`config.mk`:
```
export PLATFORM = sky130hd
export DESIGN_NAME = reu_dma_seq_flat
export DESIGN_NICKNAME = d
export VERILOG_FILES = /design/src/rtl/reu_dma_seq_pkg.sv /design/src/rtl/reu_dma_seq_if.sv /design/src/rtl/reu_dma_seq.sv /design/src/flat_wrapper.sv
export SDC_FILE = /design/constraint.sdc
export NUM_CORES = 1
export LEC_CHECK = 0
export ABC_AREA = 1
export CELL_PAD_IN_SITES_DETAIL_PLACEMENT = 0
export CELL_PAD_IN_SITES_GLOBAL_PLACEMENT = 1
export CORE_ASPECT_RATIO = 0.7
export CORE_UTILIZATION = 32
export DETAILED_ROUTE_END_ITERATION = 10
export PLACE_DENSITY = 0.89
export REMOVE_ABC_BUFFERS = 1
export SYNTH_ARGS = -nofsm -noshare
export SYNTH_HDL_FRONTEND = slang
export SYNTH_SLANG_ARGS = --single-unit
```
`constraint.sdc`:
```
create_clock -name PHI2 -period 1.7 [get_ports PHI2]
set_input_delay 0.34 -clock PHI2 [delete_from_list [all_inputs] [get_ports PHI2]]
set_output_delay 0.34 -clock PHI2 [all_outputs]
set_load 0.01 [all_outputs]
```
`src/rtl/reu_dma_seq_pkg.sv`:
```
// reu_pkg: shared types for the REU DMA sequencer.
//   xfer_e  : transfer type encoding as presented on XferType
//   state_e : sequencer state encoding
//   next_op : the state that follows a given state within one byte's sequence
package reu_pkg;

    typedef enum logic [1:0] {
        XFER_STASH  = 2'b00,   // C64 -> REU
        XFER_FETCH  = 2'b01,   // REU -> C64
        XFER_SWAP   = 2'b10,
        XFER_VERIFY = 2'b11
    } xfer_e;

    typedef enum logic [2:0] {
        ST_IDLE  = 3'd0,
        ST_START = 3'd1,
        ST_C_RD  = 3'd2,
        ST_C_WR  = 3'd3,
        ST_R_RD  = 3'd4,
        ST_R_WR  = 3'd5,
        ST_STEP  = 3'd6
    } state_e;

    // ST_START yields the first access of a byte; ST_STEP is reached after the last.
    function automatic state_e next_op(input state_e cur, input xfer_e xt);
        state_e nx;
        nx = ST_IDLE;
        case (cur)
            ST_START: nx = (xt == XFER_FETCH) ? ST_R_RD : ST_C_RD;
            ST_C_RD:  nx = (xt == XFER_STASH) ? ST_R_WR : ST_R_RD;
            ST_R_RD: begin
                case (xt)
                    XFER_FETCH: nx = ST_C_WR;
                    XFER_SWAP:  nx = ST_R_WR;
                    default:    nx = ST_STEP;
                endcase
            end
            ST_R_WR:  nx = (xt == XFER_SWAP) ? ST_C_WR : ST_STEP;
            ST_C_WR:  nx = ST_STEP;
            default:  nx = ST_IDLE;
        endcase
        return nx;
    endfunction

endpackage

```
`src/rtl/reu_dma_seq_if.sv`:
```
// reu_dma_seq_if: C64 bus and SDRAM port bundle of the REU DMA sequencer.
//   master : sequencer side (drives strobes, requests and write data)
//   slave  : C64 bus / SDRAM controller side
//   BA, CRD, CWD, CRE, CWE, DMA     : C64 bus available, read/write data, strobes, DMA request
//   RamReq, RamWE, RamAck, RamRD/WD : SDRAM request handshake and data
interface reu_dma_seq_if;
    logic       BA;
    logic [7:0] CRD;
    logic [7:0] CWD;
    logic       CRE;
    logic       CWE;
    logic       DMA;
    logic       RamReq;
    logic       RamWE;
    logic       RamAck;
    logic [7:0] RamRD;
    logic [7:0] RamWD;

    modport master (
        input  BA, CRD, RamAck, RamRD,
        output CWD, CRE, CWE, DMA, RamReq, RamWE, RamWD
    );

    modport slave (
        output BA, CRD, RamAck, RamRD,
        input  CWD, CRE, CWE, DMA, RamReq, RamWE, RamWD
    );
endinterface

```
`src/rtl/reu_dma_seq.sv`:
```
// reu_dma_seq: REU DMA byte sequencer. All state updates on the falling edge of PHI2.
// Ports:
//   PHI2, nReset          : clock (falling-edge active) and async active-low reset
//   Execute, XferType     : start request and transfer type from the register block
//   Length1               : remaining length equals one
//   bus (master)          : C64 bus and SDRAM handshake
//   IncCA/IncREUA/DecLen  : per-byte step pulses to the register block
//   XferEnd/SetEndBlock/SetFault : completion and status pulses
//   RegReset              : register-block reset, stretched one cycle past nReset
//   Busy                  : high outside IDLE
// Build option: define REU_VERIFY_STOP_EN to end a verify transfer at the first mismatch.
//
// state  | meaning
// IDLE   | waiting for Execute
// START  | DMA asserted, waiting for BA
// C_RD   | C64 read: wait BA, one-cycle CRE, capture CRD into C
// C_WR   | C64 write: wait BA, one-cycle CWE with CWD = R
// R_RD   | SDRAM read held until RamAck, capture RamRD into R
// R_WR   | SDRAM write of C held until RamAck
// STEP   | address/length step; end or restart the byte sequence
module reu_dma_seq
    import reu_pkg::*;
(
    input  logic          PHI2,
    input  logic          nReset,
    input  logic          Execute,
    input  logic [1:0]    XferType,
    input  logic          Length1,
    reu_dma_seq_if.master bus,
    output logic          IncCA,
    output logic          IncREUA,
    output logic          DecLen,
    output logic          XferEnd,
    output logic          SetEndBlock,
    output logic          SetFault,
    output logic          RegReset,
    output logic          Busy
);

    state_e     state_q, state_d, nxt;
    xfer_e      type_q, type_d;
    logic [7:0] c_q, c_d, r_q, r_d;
    logic       cre_q, cre_d, cwe_q, cwe_d;
    logic       inc_q, inc_d, fault_q, fault_d;
    logic       end_q, end_d, endblk_q, endblk_d;
    logic       reg_rst_q, reg_rst_d;
    logic       stop;

    always_ff @(negedge PHI2 or negedge nReset) begin
        if (!nReset) begin
            state_q   <= ST_IDLE;
            type_q    <= XFER_STASH;
            c_q       <= 8'h00;
            r_q       <= 8'h00;
            cre_q     <= 1'b0;
            cwe_q     <= 1'b0;
            inc_q     <= 1'b0;
            fault_q   <= 1'b0;
            end_q     <= 1'b0;
            endblk_q  <= 1'b0;
            reg_rst_q <= 1'b1;
        end else begin
            state_q   <= state_d;
            type_q    <= type_d;
            c_q       <= c_d;
            r_q       <= r_d;
            cre_q     <= cre_d;
            cwe_q     <= cwe_d;
            inc_q     <= inc_d;
            fault_q   <= fault_d;
            end_q     <= end_d;
            endblk_q  <= endblk_d;
            reg_rst_q <= reg_rst_d;
        end
    end

    always_comb begin
        state_d   = state_q;
        type_d    = type_q;
        c_d       = c_q;
        r_d       = r_q;
        cre_d     = 1'b0;
        cwe_d     = 1'b0;
        fault_d   = 1'b0;
        end_d     = 1'b0;
        endblk_d  = 1'b0;
        reg_rst_d = 1'b0;
        stop      = 1'b0;
        nxt       = next_op(state_q, type_q);

        case (state_q)
            ST_IDLE: begin
                if (Execute) begin
                    state_d = ST_START;
                    type_d  = xfer_e'(XferType);
                end
            end
            ST_START: begin
                if (bus.BA) state_d = nxt;
            end
            // The strobe is a registered cycle of its own; data is taken at its end.
            ST_C_RD: begin
                if (cre_q) begin
                    c_d     = bus.CRD;
                    state_d = nxt;
                end else if (bus.BA) begin
                    cre_d = 1'b1;
                end
            end
            ST_C_WR: begin
                if (cwe_q) state_d = nxt;
                else if (bus.BA) cwe_d = 1'b1;
            end
            ST_R_RD: begin
                if (bus.RamAck) begin
                    r_d     = bus.RamRD;
                    state_d = nxt;
                    fault_d = (type_q == XFER_VERIFY) && (bus.RamRD != c_q);
                end
            end
            ST_R_WR: begin
                if (bus.RamAck) state_d = nxt;
            end
            ST_STEP: begin
                stop = Length1;
`ifdef REU_VERIFY_STOP_EN
                if (fault_q) stop = 1'b1;
`endif
                if (stop) begin
                    state_d  = ST_IDLE;
                    end_d    = 1'b1;
                    endblk_d = Length1;
                end else begin
                    state_d = next_op(ST_START, type_q);
                end
            end
            default: state_d = ST_IDLE;
        endcase

        // Step pulses are registered on entry so they coincide with the STEP cycle.
        inc_d = (state_d == ST_STEP) && (state_q != ST_STEP);
    end

    assign Busy        = (state_q != ST_IDLE);
    assign bus.DMA     = Busy;
    assign bus.CRE     = cre_q;
    assign bus.CWE     = cwe_q;
    assign bus.CWD     = r_q;
    assign bus.RamReq  = (state_q == ST_R_RD) || (state_q == ST_R_WR);
    assign bus.RamWE   = (state_q == ST_R_WR);
    assign bus.RamWD   = c_q;
    assign IncCA       = inc_q;
    assign IncREUA     = inc_q;
    assign DecLen      = inc_q;
    assign SetFault    = fault_q;
    assign XferEnd     = end_q;
    assign SetEndBlock = endblk_q;
    assign RegReset    = reg_rst_q;

endmodule

```
`src/flat_wrapper.sv`:
```
// flat-port wrapper written by rule: the top's interface ports become plain ports
module reu_dma_seq_flat import reu_pkg::*;
  (PHI2, nReset, Execute, XferType, Length1, IncCA, IncREUA, DecLen, XferEnd, SetEndBlock, SetFault, RegReset, Busy, bus_BA, bus_CRD, bus_RamAck, bus_RamRD, bus_CWD, bus_CRE, bus_CWE, bus_DMA, bus_RamReq, bus_RamWE, bus_RamWD);
  reu_dma_seq_if bus_i ();
  input  logic PHI2;
  input  logic nReset;
  input  logic Execute;
  input  logic [1:0] XferType;
  input  logic Length1;
  output logic IncCA;
  output logic IncREUA;
  output logic DecLen;
  output logic XferEnd;
  output logic SetEndBlock;
  output logic SetFault;
  output logic RegReset;
  output logic Busy;
  input wire logic [$bits(bus_i.BA)-1:0] bus_BA;
  input wire logic [$bits(bus_i.CRD)-1:0] bus_CRD;
  input wire logic [$bits(bus_i.RamAck)-1:0] bus_RamAck;
  input wire logic [$bits(bus_i.RamRD)-1:0] bus_RamRD;
  output wire logic [$bits(bus_i.CWD)-1:0] bus_CWD;
  output wire logic [$bits(bus_i.CRE)-1:0] bus_CRE;
  output wire logic [$bits(bus_i.CWE)-1:0] bus_CWE;
  output wire logic [$bits(bus_i.DMA)-1:0] bus_DMA;
  output wire logic [$bits(bus_i.RamReq)-1:0] bus_RamReq;
  output wire logic [$bits(bus_i.RamWE)-1:0] bus_RamWE;
  output wire logic [$bits(bus_i.RamWD)-1:0] bus_RamWD;
  assign bus_i.BA = bus_BA;
  assign bus_i.CRD = bus_CRD;
  assign bus_i.RamAck = bus_RamAck;
  assign bus_i.RamRD = bus_RamRD;
  assign bus_CWD = bus_i.CWD;
  assign bus_CRE = bus_i.CRE;
  assign bus_CWE = bus_i.CWE;
  assign bus_DMA = bus_i.DMA;
  assign bus_RamReq = bus_i.RamReq;
  assign bus_RamWE = bus_i.RamWE;
  assign bus_RamWD = bus_i.RamWD;
  reu_dma_seq u_core (.PHI2(PHI2), .nReset(nReset), .Execute(Execute), .XferType(XferType), .Length1(Length1), .bus(bus_i), .IncCA(IncCA), .IncREUA(IncREUA), .DecLen(DecLen), .XferEnd(XferEnd), .SetEndBlock(SetEndBlock), .SetFault(SetFault), .RegReset(RegReset), .Busy(Busy));
endmodule
```
# ---- Yosys cells after proc, flatten, opt, wreduce, memory -nomap -nowiden
# Cells that the tools add are included.
dict set report totals {
  out_inout_bits 29
  in_bits 24
  ff_bits 27
  latch_bits 0
  memories 0
  romBits 0
  mem_bits_rw 0
}
dict set report op_classes {
  n_eq_ne 12
  magnitude_cmp 0
  n_bitwise 0
  n_mux 21
  reduce_logical 10
  multipliers 0
  n_shift 0
  addsub 0
  div_mod_pow 0
}
# operator n
set op_table {}
lappend op_table {{two-way mux 3 bit} 8}
lappend op_table {{case mux 3 bit (6 select lines)} 1}
lappend op_table {{== test 3 bit (second input constant)} 4}
lappend op_table {{case mux 3 bit (4 select lines)} 1}
lappend op_table {{two-way mux 1 bit} 10}
lappend op_table {{!= test 8 bit} 1}
lappend op_table {{== test 3 x 2 -> 1 bit (second input constant)} 2}
lappend op_table {{case mux 3 bit (2 select lines)} 1}
lappend op_table {{AND reduction 2 bit} 3}
lappend op_table {{== test 2 bit (second input constant)} 2}
lappend op_table {{== test 3 x 1 -> 1 bit (second input constant)} 1}
lappend op_table {{zero test 3 bit} 1}
lappend op_table {{!= test 3 bit (second input constant)} 1}
lappend op_table {{nonzero test 3 bit} 1}
lappend op_table {{== test 2 x 1 -> 1 bit (second input constant)} 1}
lappend op_table {{logical AND 1 bit} 2}
lappend op_table {{zero test 2 bit} 1}
lappend op_table {{OR reduction 2 bit} 1}
lappend op_table {{logical OR 1 bit} 1}

# ---- Logic depth before layout (Yosys ltp)
dict set report depth {
  ltp_word 7
  depth_mapped 11
}

==> metrics.cfg <==
[yosys]
synthTopCellsByArea=sky130_fd_sc_hd__dfrtn_1 (43%), sky130_fd_sc_hd__nand2_1 (11%), sky130_fd_sc_hd__inv_1 (4.5%), sky130_fd_sc_hd__ha_1 (4.1%), sky130_fd_sc_hd__nand4_1 (3.7%)
synth_cell_type_count=26
synth.cell_area_sq_mm=0.00152
yosysTopAreaCell=sky130_fd_sc_hd__dfrtn_1
ys_ff_latch=27
ys_warn_count=0
synthDominantCellAreaShare_pct=42.9
netlist_instances=175
post_synth.cell_area_avg_sq_um=8.67
synth.yosys.seq_area_share_pct=44.6

[drt]
drt-initial-drc-count=61
top_layer=met4
routed-via-count=1498
wl_met1_mm=2.09
drc=8
detail_route.wl_per_cell_um=12.8
detailedRoute.firstPassIterationCount=7
wl_mm=4.31
ant_nets=0
detail_route.vias_per_cell=4.45
met3RoutedLength_um=266
wire_length_on_met2_mm=1.94

[setup_path]
critical_path_buffers_and_inverters=3
startpoint_type=register
worst-path-stages=5
timing.rr.start=u_core.state_q[0]$_DFF_NN0_
r2r_setup_slack_ns=0
worstPathCellList=buf_6 > inv_4 > nand2_2 > nor2_2 > buf_2
worstReg2RegEnd=u_core.DecLen$_DFF_NN0_
critical_setup_path_class=register to output port
cp_max_fo=3
endpoint=bus_RamWE
start_point_of_the_critical_path=u_core.state_q[1]$_DFF_NN0_
critical-path-slowest-cell=sky130_fd_sc_hd__dfrtn_1
crit_path_end_kind=output port
critical_path.top_delay_family=flip-flops
r2r.worst_path.cells=11
crit_required_ns=1.36
critical_path.max_stage_delay_ns=0.50
critPathArrivalTime_ns=2.01

[sta]
finalSetupTns_ns=-10.61
timing.clock.skew_ns=0.00975
setup_slack_ns=-0.649
hold-worst-slack_ns=0.460
grt_setup_unrepaired=true
setup_viol=32
timing_max_transition_violations_final=0
timing_hold_violations_final=0

[grt]
grt_antenna_before_repair=0
global_route_wire_length_before_repair_mm=6.62
first_global_vias=1438
grt.overflow.total=0
grt_usage_pct=17.3
largest_net_degree_at_the_start_of_global_routing=20

[floorplanning]
core.rowCount=20
die_x_um=84.3
floorplan.die_area_sq_mm=0.00502
floorplan.initialDensity_pct=34.0
die_height_um=59.6
design.portCount=53
core_area_sq_mm=0.00445

[cts]
clk_transition_reported_paths_ns=0.07
htreeDepth=1
cts_tree=yes
clockRootBuffer=sky130_fd_sc_hd__clkbuf_8
cts_num_sinks=27
clk-insertion-delay-late_ns=0.29
cts_inserted_buffers=3
cts_buffer_depth=2
holdBufCountCts=0

[placement]
finalWeightedCongestion=0.958
post-dp-hpwl_mm=2.87
placement.io_buffers=52
pre_cts_slack_ns=-0.770

[final_layout]
fin_nets=312
layout-drive-gt1-share_pct=52.5
most-common-layout-cells=sky130_fd_sc_hd__buf_4 (49), sky130_fd_sc_hd__nand2_1 (38), sky130_fd_sc_hd__buf_2 (28)
layout.core_utilization_pct=57.1
layout-area-overhead-vs-synth_pct=67.8
num_antenna_cells=0
layout.cells.most_common=sky130_fd_sc_hd__buf_4

[run_status]
run_status=complete, but fails checks
violations=design-rule violations, negative setup slack

[worst_hold_path]
whs_path_depth=1
hold_path_class=register to register

[power]
power_density_over_the_cells_mw_per_mm2=1700
leakage_uw=0.00138
vdd_ir_drop_max_uv=839

[job]
timing.max_cap.violations=0

-- registers in the layout, indices dropped and copies added (netlist names) --
name              flops
u_core.type_q         2
u_core.bus.CWD        8
u_core.RegReset       1
u_core.bus.CWE        1
u_core.DecLen         1
u_core.SetFault       1
u_core.bus.CRE        1
u_core.state_q        3
u_core.XferEnd        1
u_core.bus.RamWD      8
-- worst min path at each step --
stage / startpoint / end / slack (ns)
4_1_cts: u_core.bus.CWD[6]$_DFFE_NN0P_ / u_core.bus.CWD[6]$_DFFE_NN0P_ / 0.45
5_1_grt: u_core.bus.CWD[7]$_DFFE_NN0P_ / u_core.bus.CWD[7]$_DFFE_NN0P_ / 0.47
3_5_place_dp: u_core.bus.CWD[6]$_DFFE_NN0P_ / u_core.bus.CWD[6]$_DFFE_NN0P_ / 0.45
6_report: u_core.bus.CWD[7]$_DFFE_NN0P_ / u_core.bus.CWD[7]$_DFFE_NN0P_ / 0.46
2_1_floorplan: u_core.bus.CWD[1]$_DFFE_NN0P_ / u_core.bus.CWD[1]$_DFFE_NN0P_ / 0.48
3_3_place_gp: u_core.bus.CWD[6]$_DFFE_NN0P_ / u_core.bus.CWD[6]$_DFFE_NN0P_ / 0.43
-- cells by family (layout without fill, tap and decap cells) --
family / count (synthesis) / count (layout) / share of synthesized area, %
compound gates: 13 / 13 / 4.46
xor+xnor: 5 / 5 / 2.89
fa+ha+maj: 5 / 5 / 4.13
buf+inv: 32 / 138 / 11.1
flops: 27 / 27 / 44.6
mux: 5 / 5 / 4.46
other cells: 1 / 1 / 0.247
simple gates: 87 / 88 / 28.1
-- stage by stage --
step | area (sq um) | cells | total power, uW
floorplan | 1440 | 166 | 2230
global placement | 2310 | 309 | 3450
detailed placement | 2310 | 309 | 3460
CTS | 2420 | 331 | 3990
global route | 2540 | 337 | 4640
finish | 2540 | 337 | 4340
-- final cells by class --
class,count,area [sq um]
timing repair buffer,111,893
clock inverter,2,11.3
clock buffer,3,41.3
multi-input combinational,117,766
sequential,27,677
fill,409,1910
inverter,22,87.6
tap,55,68.8
-- where the power goes --
| group | switching, uW | internal (uW) | total [uW] |
|---|---|---|---|
| clock | 222 | 170 | 391 |
| sequential | 184 | 934 | 1120 |
| combinational | 1370 | 1460 | 2830 |
-- synthesized netlist by cell type, drive strengths merged --
cell type	number
a21boi	1
a21oi	5
buf	9
conb	1
dfrtn	26
dfstp	1
ha	5
inv	23
mux2	5
nand2	51
nand3	8
nand4	9
nor2	18
nor3	1
o21ai	7
xor2	5
-- metal layers --
layer  up-vias  global-route usage (%)
met4         0                    2.22
li1        760                       -
met5         -                       0
met3         4                    4.46
met1       686                    24.2
met2        48                    28.0
-- what timing repair did --
action / 4_1_cts / 5_1_grt
gates cloned: 1 / 0
buffers inserted: 17 / 7
setup endpoints to repair: 47 / 33
pin swaps: 24 / 20
resized for setup: 181 / 24
endpoints found under the hold margin: 0 / 0
(Power assumes the default switching activity.)
